===== config.mk =====
export PLATFORM = sky130hd
export DESIGN_NAME = hq_tod_tx
export DESIGN_NICKNAME = d
export VERILOG_FILES = /design/src/rtl/hq_tod_tx_pkg.sv /design/src/rtl/hq_tod_tx_bin2bcd.sv /design/src/rtl/hq_tod_tx.sv
export SDC_FILE = /design/constraint.sdc
export NUM_CORES = 1
export LEC_CHECK = 0
export ABC_AREA = 1
export CAP_MARGIN = 5
export CORE_MARGIN = 3
export CORE_UTILIZATION = 50
export DETAILED_ROUTE_END_ITERATION = 6
export GPL_TIMING_DRIVEN = 0
export PLACE_DENSITY = 0.75
export SYNTH_ARGS = -nofsm -noshare
export SYNTH_HDL_FRONTEND = slang
export SYNTH_SLANG_ARGS = --single-unit
export TNS_END_PERCENT = 30

===== constraint.sdc =====
create_clock -name clk -period 5.1 [get_ports clk]
set_clock_uncertainty 0.15 [all_clocks]
set_input_delay 1.02 -clock clk [delete_from_list [all_inputs] [get_ports clk]]
set_output_delay 1.02 -clock clk [all_outputs]
set_load 0.02 [all_outputs]

===== src/rtl/hq_tod_tx_pkg.sv =====
// ---------------------------------------------------------------------------
// hq_pkg -- shared definitions for the HaveQuick time-of-day transmitter.
//   PREAMBLE        16-bit frame sync word, sent MSB first
//   N_DIGITS        BCD digits per frame (11)
//   FRAME_BITS      total frame length in bits (16 preamble + 11 * 5)
//   *_MAX           inclusive upper limits for the UTC input fields
//   hq_state_e      transmitter FSM state encoding
//   hq_tod_t        packed UTC field bundle (yy, doy, hh, mm, ss)
//   hq_in_range()   field range check
//   hq_build_frame()  assembles preamble + digits with odd parity
// ---------------------------------------------------------------------------
package hq_pkg;

    localparam logic [15:0] PREAMBLE   = 16'hEB90;
    localparam int unsigned N_DIGITS   = 11;
    localparam int unsigned PRE_BITS   = 16;
    localparam int unsigned FRAME_BITS = 71;

    localparam logic [5:0] HH_MAX  = 6'd23;
    localparam logic [5:0] MM_MAX  = 6'd59;
    localparam logic [5:0] SS_MAX  = 6'd60;
    localparam logic [8:0] DOY_MAX = 9'd366;
    localparam logic [6:0] YY_MAX  = 7'd99;

    typedef enum logic [2:0] {
        IDLE,
        LOAD,
        PRE,
        DATA,
        GAP
    } hq_state_e;

    typedef struct packed {
        logic [6:0] yy;
        logic [8:0] doy;
        logic [5:0] hh;
        logic [5:0] mm;
        logic [5:0] ss;
    } hq_tod_t;

    function automatic logic hq_in_range(input hq_tod_t t);
        return (t.hh <= HH_MAX) && (t.mm <= MM_MAX) && (t.ss <= SS_MAX) &&
               (t.doy != 9'd0) && (t.doy <= DOY_MAX) && (t.yy <= YY_MAX);
    endfunction

    // digits[43:40] is the first digit on the line; each digit is followed
    // by a parity bit that makes the 5-bit group carry an odd number of ones.
    function automatic logic [FRAME_BITS-1:0] hq_build_frame(
        input logic [4*N_DIGITS-1:0] digits
    );
        logic [FRAME_BITS-1:0] f;
        logic [3:0]            d;
        f = '0;
        f[FRAME_BITS-1 -: PRE_BITS] = PREAMBLE;
        for (int unsigned k = 0; k < N_DIGITS; k++) begin
            d = digits[4*(N_DIGITS-1-k) +: 4];
            f[FRAME_BITS-PRE_BITS-1-5*k -: 5] = {d, ~^d};
        end
        return f;
    endfunction

endpackage


===== src/rtl/hq_tod_tx_bin2bcd.sv =====
// ---------------------------------------------------------------------------
// hq_bin2bcd -- combinational 9-bit binary to 3-digit BCD converter
// (shift-and-add-3). Exact for the full 0..511 input range.
//   bin_i  [8:0]   binary input
//   bcd_o  [11:0]  {hundreds, tens, units}
// ---------------------------------------------------------------------------
module hq_bin2bcd (
    input  logic [8:0]  bin_i,
    output logic [11:0] bcd_o
);

    logic [11:0] acc;

    always_comb begin
        acc = '0;
        for (int unsigned i = 0; i < 9; i++) begin
            for (int unsigned d = 0; d < 3; d++) begin
                if (acc[4*d +: 4] >= 4'd5) begin
                    acc[4*d +: 4] = acc[4*d +: 4] + 4'd3;
                end
            end
            acc = {acc[10:0], bin_i[8-i]};
        end
        bcd_o = acc;
    end

endmodule


===== src/rtl/hq_tod_tx.sv =====
// ---------------------------------------------------------------------------
// hq_tod_tx -- HaveQuick time-of-day serial transmitter.
// Captures a UTC strobe, converts the fields to 11 BCD digits and sends
// preamble 0xEB90 followed by 11 x (4-bit digit + odd parity), MSB first,
// BIT_DIV clocks per bit, then holds the line idle for GAP_BITS bit-times.
// A one-deep pending buffer holds a strobe that arrives while busy.
//
// Parameters: BIT_DIV (clocks per bit, even, >= 4), GAP_BITS (>= 1).
// Ports:
//   clk, rst_n          clock, synchronous active-low reset
//   tod_valid           one-cycle strobe qualifying hh/mm/ss/doy/yy
//   hh, mm, ss, doy, yy binary UTC fields
//   hq_data             serial line (idle 0)
//   hq_frame            high while preamble/data bits are on the line
//   busy                high from capture to end of gap
//   done                pulse after the last gap cycle
//   range_err           pulse for a strobe rejected on range
//   overrun             pulse when the pending buffer is overwritten
// Build option: define HQ_MANCHESTER_EN for Manchester bit coding
// (1 = high/low, 0 = low/high); NRZ otherwise. Timing is identical.
// ---------------------------------------------------------------------------
module hq_tod_tx
    import hq_pkg::*;
#(
    parameter int unsigned BIT_DIV  = 10000,
    parameter int unsigned GAP_BITS = 4
) (
    input  logic       clk,
    input  logic       rst_n,
    input  logic       tod_valid,
    input  logic [5:0] hh,
    input  logic [5:0] mm,
    input  logic [5:0] ss,
    input  logic [8:0] doy,
    input  logic [6:0] yy,
    output logic       hq_data,
    output logic       hq_frame,
    output logic       busy,
    output logic       done,
    output logic       range_err,
    output logic       overrun
);

    localparam int unsigned CW      = $clog2(BIT_DIV);
    localparam int unsigned GAP_CYC = GAP_BITS * BIT_DIV;
    localparam int unsigned GW      = $clog2(GAP_CYC);

    localparam logic [CW-1:0] CNT_LAST = CW'(BIT_DIV - 1);
    localparam logic [CW-1:0] HALF_M1  = CW'(BIT_DIV / 2 - 1);
    localparam logic [GW-1:0] GAP_LAST = GW'(GAP_CYC - 1);
    localparam logic [6:0]    BIT_LAST = 7'(FRAME_BITS - 1);
    localparam logic [6:0]    PRE_LAST = 7'(PRE_BITS - 1);

    hq_state_e             state_q;
    hq_tod_t               cur_q;
    hq_tod_t               pend_q;
    logic                  pend_v_q;
    logic [FRAME_BITS-1:0] shift_q;
    logic [6:0]            bidx_q;
    logic [CW-1:0]         cnt_q;
    logic [GW-1:0]         gcnt_q;

    hq_tod_t               tod_in;
    logic                  strobe_ok;
    logic                  strobe_bad;
    logic                  gap_exit;
    logic [FRAME_BITS-1:0] frame_d;

    logic [11:0] yy_bcd, doy_bcd, hh_bcd, mm_bcd, ss_bcd;
    logic        unused_hundreds;

    assign tod_in     = '{yy: yy, doy: doy, hh: hh, mm: mm, ss: ss};
    assign strobe_ok  = tod_valid &  hq_in_range(tod_in);
    assign strobe_bad = tod_valid & ~hq_in_range(tod_in);
    assign gap_exit   = (state_q == GAP) && (gcnt_q == GAP_LAST);

    hq_bin2bcd u_bcd_yy  (.bin_i({2'b00, cur_q.yy}),  .bcd_o(yy_bcd));
    hq_bin2bcd u_bcd_doy (.bin_i(cur_q.doy),          .bcd_o(doy_bcd));
    hq_bin2bcd u_bcd_hh  (.bin_i({3'b000, cur_q.hh}), .bcd_o(hh_bcd));
    hq_bin2bcd u_bcd_mm  (.bin_i({3'b000, cur_q.mm}), .bcd_o(mm_bcd));
    hq_bin2bcd u_bcd_ss  (.bin_i({3'b000, cur_q.ss}), .bcd_o(ss_bcd));

    // Hundreds digit is always zero for the two-digit fields.
    assign unused_hundreds = ^{yy_bcd[11:8], hh_bcd[11:8], mm_bcd[11:8], ss_bcd[11:8]};

    assign frame_d = hq_build_frame({yy_bcd[7:0], doy_bcd, hh_bcd[7:0],
                                     mm_bcd[7:0], ss_bcd[7:0]});

    always_ff @(posedge clk) begin
        if (!rst_n) begin
            state_q   <= IDLE;
            cur_q     <= '0;
            pend_q    <= '0;
            pend_v_q  <= 1'b0;
            shift_q   <= '0;
            bidx_q    <= '0;
            cnt_q     <= '0;
            gcnt_q    <= '0;
            hq_data   <= 1'b0;
            hq_frame  <= 1'b0;
            busy      <= 1'b0;
            done      <= 1'b0;
            range_err <= 1'b0;
            overrun   <= 1'b0;
        end else begin
            done      <= 1'b0;
            overrun   <= 1'b0;
            range_err <= strobe_bad;

            case (state_q)
                IDLE: begin
                    if (strobe_ok) begin
                        cur_q   <= tod_in;
                        busy    <= 1'b1;
                        state_q <= LOAD;
                    end
                end

                LOAD: begin
                    shift_q  <= frame_d;
                    hq_data  <= frame_d[FRAME_BITS-1];
                    hq_frame <= 1'b1;
                    cnt_q    <= '0;
                    bidx_q   <= '0;
                    state_q  <= PRE;
                end

                PRE, DATA: begin
                    if (cnt_q == CNT_LAST) begin
                        cnt_q <= '0;
                        if (bidx_q == BIT_LAST) begin
                            hq_data  <= 1'b0;
                            hq_frame <= 1'b0;
                            gcnt_q   <= '0;
                            state_q  <= GAP;
                        end else begin
                            shift_q <= {shift_q[FRAME_BITS-2:0], 1'b0};
                            bidx_q  <= bidx_q + 7'd1;
                            hq_data <= shift_q[FRAME_BITS-2];
                            if (bidx_q == PRE_LAST) begin
                                state_q <= DATA;
                            end
                        end
                    end else begin
                        cnt_q <= cnt_q + 1'b1;
`ifdef HQ_MANCHESTER_EN
                        // Output is registered, so invert one cycle early
                        // to land the transition exactly at mid-bit.
                        hq_data <= (cnt_q >= HALF_M1) ? ~shift_q[FRAME_BITS-1]
                                                      :  shift_q[FRAME_BITS-1];
`else
                        hq_data <= shift_q[FRAME_BITS-1];
`endif
                    end
                end

                GAP: begin
                    if (gap_exit) begin
                        done <= 1'b1;
                        // A strobe on the exit cycle is newer than any
                        // pending entry and goes straight to LOAD.
                        if (strobe_ok) begin
                            cur_q    <= tod_in;
                            overrun  <= pend_v_q;
                            pend_v_q <= 1'b0;
                            state_q  <= LOAD;
                        end else if (pend_v_q) begin
                            cur_q    <= pend_q;
                            pend_v_q <= 1'b0;
                            state_q  <= LOAD;
                        end else begin
                            busy    <= 1'b0;
                            state_q <= IDLE;
                        end
                    end else begin
                        gcnt_q <= gcnt_q + 1'b1;
                    end
                end

                default: state_q <= IDLE;
            endcase

            if (strobe_ok && (state_q != IDLE) && !gap_exit) begin
                pend_q   <= tod_in;
                pend_v_q <= 1'b1;
                overrun  <= pend_v_q;
            end
        end
    end

endmodule


==> metrics <==
clk sink count about 190; class of the tightest hold or removal check flop to flop; part of the Yosys area used for sequential elements 0.357; final-report setup violation count 0; antenna cell count 0; mean routed wirelength per cell 14.8 um; antenna violations before repair 0; Slowest cell on crit path sky130_fd_sc_hd__dfxtp_4; worst-case clock buffer depth 2; count leader, synth sky130_fd_sc_hd__nand2_1; number of input and output port buffers inserted 41; area of placed instances between 10,000 and 15,000 um^2; net count of the finished layout 1,659; number of vias after detailed routing 10.2k; Initial Util 0.512; max frequency roughly 210 MHz; maximum cell stage delay along the critical path ~0.39 ns; largest net degree at the start of global routing 20; clock tree from TritonCTS done; share of synthesized registers carrying an async set or reset 0; ranking of synthesized cells by area sky130_fd_sc_hd__dfxtp_1 (36%), sky130_fd_sc_hd__nand2_1 (9.6%), sky130_fd_sc_hd__o21ai_0 (7.4%); die span in y about 150 um; relative slew slack 0.456; final core area utilization 0.584; arrival time worst endpoint between 4 and 5 ns; Overall Global Routing Usage 0.248; status finished, final reports clean; Detail Placement HPWL 20,600 um; buffer type at the clock tree root sky130_fd_sc_hd__clkbuf_16; Clk Latency, worst-skew pair 0.45 ns; number of cells in the design after placement 1,823; Worst Setup Path Type flop to flop; count of flip-flops with a built-in enable after synthesis 0; fraction of the cycle the final worst path needs 0.921; clock-pin slew on the worst setup and hold paths 0.08 ns; Placer Congestion 0.920; IO Pins 43; Synth cell types between 40 and 50; cts bufs inserted 17; most numerous cell types in the synthesized netlist sky130_fd_sc_hd__nand2_1 (268), sky130_fd_sc_hd__dfxtp_1 (186), sky130_fd_sc_hd__inv_1 (159), sky130_fd_sc_hd__nor2_1 (157), sky130_fd_sc_hd__o21ai_0 (154); count of state elements after synthesis 186; family of cells with the greatest summed delay on the critical path compound AO/OA/AOI/OAI gates; post-synth design cell area 10,400 um^2; CP Buf/Inv Count 6; required arrival time at the worst endpoint 5.32 ns; Synth top area share 0.357; remaining antenna violation count after routing 0; gate count after technology mapping roughly 1.5k; Detailed Route Iter0 Violations about 670; drt total wl 27,600 um; die area between 20,000 and 25,000 um^2; total count of hold-check failures in the final report 0; # H-tree levels 4; dominant cell type by area after synthesis sky130_fd_sc_hd__dfxtp_1; horizontal die dimension 150 um; total global routing overflow 0; count of final max-slew check failures 0; mean instance size in the synthesized netlist 6.90 um^2; post-synth net total 1,593; time the final worst path needs with I/O delays and setup approximately 4.7 ns; Core Region 20,400 um^2; layout cell share with drive strength beyond 1 0.0761; maximum net fanout on the critical path 5; Final Cell Area 11,900 um^2; non-filler instance count after layout 1,861; Area growth syn-to-layout 14.1%; MaxCap Viol Count 0; layout filler cell count 1,897; total DRC errors in the routed layout 0; flip-flop cell with the highest count after synthesis sky130_fd_sc_hd__dfxtp_1; first-pass GRT wire length 45,400 um; type of element capturing the critical path flop; Hold-fix buffers, CTS 0; Worst setup SP type flop; DR pass1 iterations 5; via density per instance 5.50; measured slew at the worst slew-check pin 0.817 ns; vias in the first global route 9,391; yosys synthesis warning count 0; site row count between 50 and 60
## worst paths after layout
kind                      startpoint                       end  depth (start not counted)  slack, ns
max           cur_q[31]$_SDFFE_PN0P_  shift_q[50]$_SDFFE_PN0P_                         30       0.40
min reg2reg  pend_q[17]$_SDFFE_PN0P_   pend_q[17]$_SDFFE_PN0P_                          2       0.30
max reg2reg   cur_q[31]$_SDFFE_PN0P_  shift_q[50]$_SDFFE_PN0P_                         30       0.40
min          pend_q[17]$_SDFFE_PN0P_   pend_q[17]$_SDFFE_PN0P_                          2       0.30
## area by class of cell
type                            count  area (um^2)  share of cell area
Buffer                             74          279              0.0235
Clock buffer                       17          425              0.0358
Clock inverter                     15          180              0.0151
Inverter                          174          653              0.0549
Multi-Input combinational cell   1078         5830               0.490
Sequential cell                   186         3730               0.314
Tap cell                          270          338              0.0284
Timing Repair Buffer               47          455              0.0383
## routing by layer
metal  part of all wire  up-vias  GRT usage
li1                   -     5144          -
met1               0.44     4715      0.325
met4              0.030        0     0.0906
met2               0.47      313      0.413
met3              0.058       55     0.0400
met5                  0        -          0
## registers in the layout, indices dropped and copies added (netlist names)
register   cells
cur_q         34
overrun        1
hq_data        1
range_err      1
hq_frame       1
gcnt_q        16
busy           1
shift_q       71
state_q        3
done           1
pend_q        34
cnt_q         14
pend_v_q       1
bidx_q         7
## placed cells by master, fill, tap and decap left out, types with 12 or more instances in the layout
cell	count
sky130_fd_sc_hd__o211ai_1	19
sky130_fd_sc_hd__xor2_1	28
sky130_fd_sc_hd__inv_1	158
sky130_fd_sc_hd__nand4_1	12
sky130_fd_sc_hd__o21ai_0	151
sky130_fd_sc_hd__a31oi_1	45
sky130_fd_sc_hd__ha_1	44
sky130_fd_sc_hd__dfxtp_1	183
sky130_fd_sc_hd__clkbuf_1	69
sky130_fd_sc_hd__nor3_1	25
sky130_fd_sc_hd__nand2_1	266
sky130_fd_sc_hd__a21oi_1	118
sky130_fd_sc_hd__nor2_1	156
sky130_fd_sc_hd__nand3_1	90
sky130_fd_sc_hd__clkbuf_16	17
sky130_fd_sc_hd__nand2_2	19
sky130_fd_sc_hd__inv_2	16
sky130_fd_sc_hd__clkdlybuf4s50_1	41
## kinds of logic after synthesis
kind of cell               share of synthesized area
AOI/OAI and AO/OA                              0.205
xor gates and xnor gates                      0.0368
adders and majority gates                     0.0528
buffers and inverters                         0.0894
DFF                                            0.357
muxes                                        0.00192
and+or+nand+nor                                0.257
## through the flow
stage / worst slack (ns) / setup TNS [ns] / hold slack [ns]
final: 0.405 / 0 / 0.299
after floorplan: 0.612 / 0 / 0.275
after global routing: -0.0621 / -0.0899 / 0.323
after global placement: 0.139 / 0 / 0.288
after detailed placement: -0.0312 / -0.0312 / 0.295
after CTS: 0.0387 / 0 / 0.306
## timing repair
action                                  4_1_cts  5_1_grt
pin swaps                                     0       11
endpoints found under the setup margin        1        9
gates resized for setup                       2       19
setup buffers                                 0        6
## worst register-to-register path: cells and delay by family, from the launching register on
family	cells	cell delay, ns
AOI/OAI and AO/OA	8	1.18
DFF	1	0.39
adders and majority gates	6	1.09
xor gates and xnor gates	5	0.95
buffers and inverters	6	0.34
and+or+nand+nor	5	0.53
Power is not shown: default switching activity piles up to over one toggle a cycle in this logic, so the estimate is an artifact.
==> patch, RTL diff (same settings) <==
Register the input `tod_valid` before use, without a reset. The logic sees it one clock later. The other inputs are not delayed to match. Comments in the files are not updated.
--- a/src/rtl/hq_tod_tx.sv
+++ b/src/rtl/hq_tod_tx.sv
@@ -51,6 +51,12 @@
     localparam logic [6:0]    BIT_LAST = 7'(FRAME_BITS - 1);
     localparam logic [6:0]    PRE_LAST = 7'(PRE_BITS - 1);
 
+    logic tod_valid_q;
+
+    always_ff @(posedge clk) begin
+        tod_valid_q <= tod_valid;
+    end
+
     hq_state_e             state_q;
     hq_tod_t               cur_q;
     hq_tod_t               pend_q;
@@ -70,8 +76,8 @@
     logic        unused_hundreds;
 
     assign tod_in     = '{yy: yy, doy: doy, hh: hh, mm: mm, ss: ss};
-    assign strobe_ok  = tod_valid &  hq_in_range(tod_in);
-    assign strobe_bad = tod_valid & ~hq_in_range(tod_in);
+    assign strobe_ok  = tod_valid_q &  hq_in_range(tod_in);
+    assign strobe_bad = tod_valid_q & ~hq_in_range(tod_in);
     assign gap_exit   = (state_q == GAP) && (gcnt_q == GAP_LAST);
 
     hq_bin2bcd u_bcd_yy  (.bin_i({2'b00, cur_q.yy}),  .bcd_o(yy_bcd));
Check against the original RTL: not equivalent (a bounded check fails within 4 cycles, from zero or initial values and one cycle with rst_n low).
==> patch against the original RTL <==
- global-route usage fell by 0.25 points
- area after synthesis rose by 0.19%
- wire length fell by 1.7%
- worst setup slack got worse by 0.031 ns
- non-clock buffer count fell by 3
- maximum frequency fell by 0.66%
- first-iteration DRC count rose by 17%
- final area fell by 0.20%
- critical path depth rose by 1
- synthesized cell count barely moved
- sequential cell count rose by 1
- critical path type unchanged
- critical endpoint unchanged
- largest cell class unchanged
Power is not shown: default switching activity piles up to over one toggle a cycle in this logic, so the estimate is an artifact.
==> patch: results <==
[timing]
final-hold-violation-count = 0
slew_headroom = 0.423

[worst_setup_path]
crit_start = "cur_q[32]"
cp_max_fo = 5
rr_worst_depth = 31
critical-path-top-delay-family = "adder cells"
cpMaxStageDelayCell = "dfxtp_1"
cp_data_arrival_time_ns = 4.95
critPathMaxStageDelay_ns = 0.41

[worst_hold_path]
hp-start = "tod_valid_q"
hold_class = "reg -> reg"

[grt]
grt_pass1_wl_um = 45300
grt_max_degree = 21
antenna_found_initial = 0
grt_pass1_vias = 9519
grt_use_total = 0.245

[detailed_routing]
drt-initial-drc-count = 780
vias_per_cell = 5.46
dr.pass1.iters = 5
wirelength_um = 27100

[logic_synthesis]
synth_warnings = 0
synthTopCellsByArea = "dfxtp_1 (36%), nand2_1 (9.6%), o21ai_0 (7.4%)"
synth.net_count = 1594
synthTopCellsByCount = "nand2_1 (268), dfxtp_1 (187), inv_1 (159)"
ys_seq_area_frac = 0.358
async_reset_ff_frac = 0
yosys_most_used_dff = "dfxtp_1"
synth.avg_cell_area_um2 = 6.90

[clock_tree]
clk_transition_reported_paths_ns = 0.08
cts_buffers = 17
clockBufferDepth = 2
ctsHtreeMaxLevel = 4

[final_layout]
fillers = 1884
layout.nets = 1657
drive_above_1_share = 0.0717
stdcell_count = 1859
antenna_cells = 0

[outcome]
status = "completed"

[place]
place_congestion = 0.874
dp_cells = 1824
dp_hpwl_um = 20300
## patch: worst register-to-register path: cells and delay by family, from the launching register on
family          cells  cell delay [ns]
fa+ha+maj           6             1.09
compound gates      8             1.06
xor+xnor            5             0.98
flops               1             0.41
buf+inv             6             0.35
simple gates        6             0.63
## patch: final cells by class
class | count | area share
buffer | 74 | 0.0235
clock buffer | 17 | 0.0358
clock inverter | 15 | 0.0149
inverter | 174 | 0.0550
multi-input combinational | 1078 | 0.490
sequential | 187 | 0.316
tap | 270 | 0.0285
timing repair buffer | 44 | 0.0365
## patch: logic make-up (layout without fill, tap and decap cells)
logic type | Yosys count | after routing | share of synthesized area
and+or+nand+nor | 609 | 609 | 0.256
AOI/OAI and AO/OA | 380 | 380 | 0.205
buffers and inverters | 248 | 324 | 0.0892
DFF | 187 | 187 | 0.358
adders and majority gates | 44 | 44 | 0.0527
xor gates and xnor gates | 43 | 43 | 0.0368
muxes | 2 | 2 | 0.00192
## patch: layer usage
metal / global-route usage / share of wire / routed length [um]
met5: 0 / 0 / 0
met4: 0.103 / 0.037 / 989
met3: 0.0355 / 0.052 / 1400
met2: 0.401 / 0.45 / 12200
met1: 0.325 / 0.46 / 12500
## patch: path summary, 6_finish.rpt
kind,slack [ns],endpoint
max reg2reg,0.37,shift_q[50]
min reg2reg,0.32,range_err
min,0.32,range_err
max,0.37,shift_q[50]
## patch: metrics by stage
step	setup slack, ns	instance area [um2]
floorplan	0.612	10400
global route	-0.103	11900
detailed placement	-0.0824	11200
CTS	0.0250	11800
finish	0.373	11900
global placement	0.0458	11200
## patch: what timing repair did
item	4_1_cts	5_1_grt
endpoints found under the setup margin	1	8
pin swaps	1	2
cloned	0	0
gates resized for setup	3	12
setup buffers	1	2
hold buffers	0	0
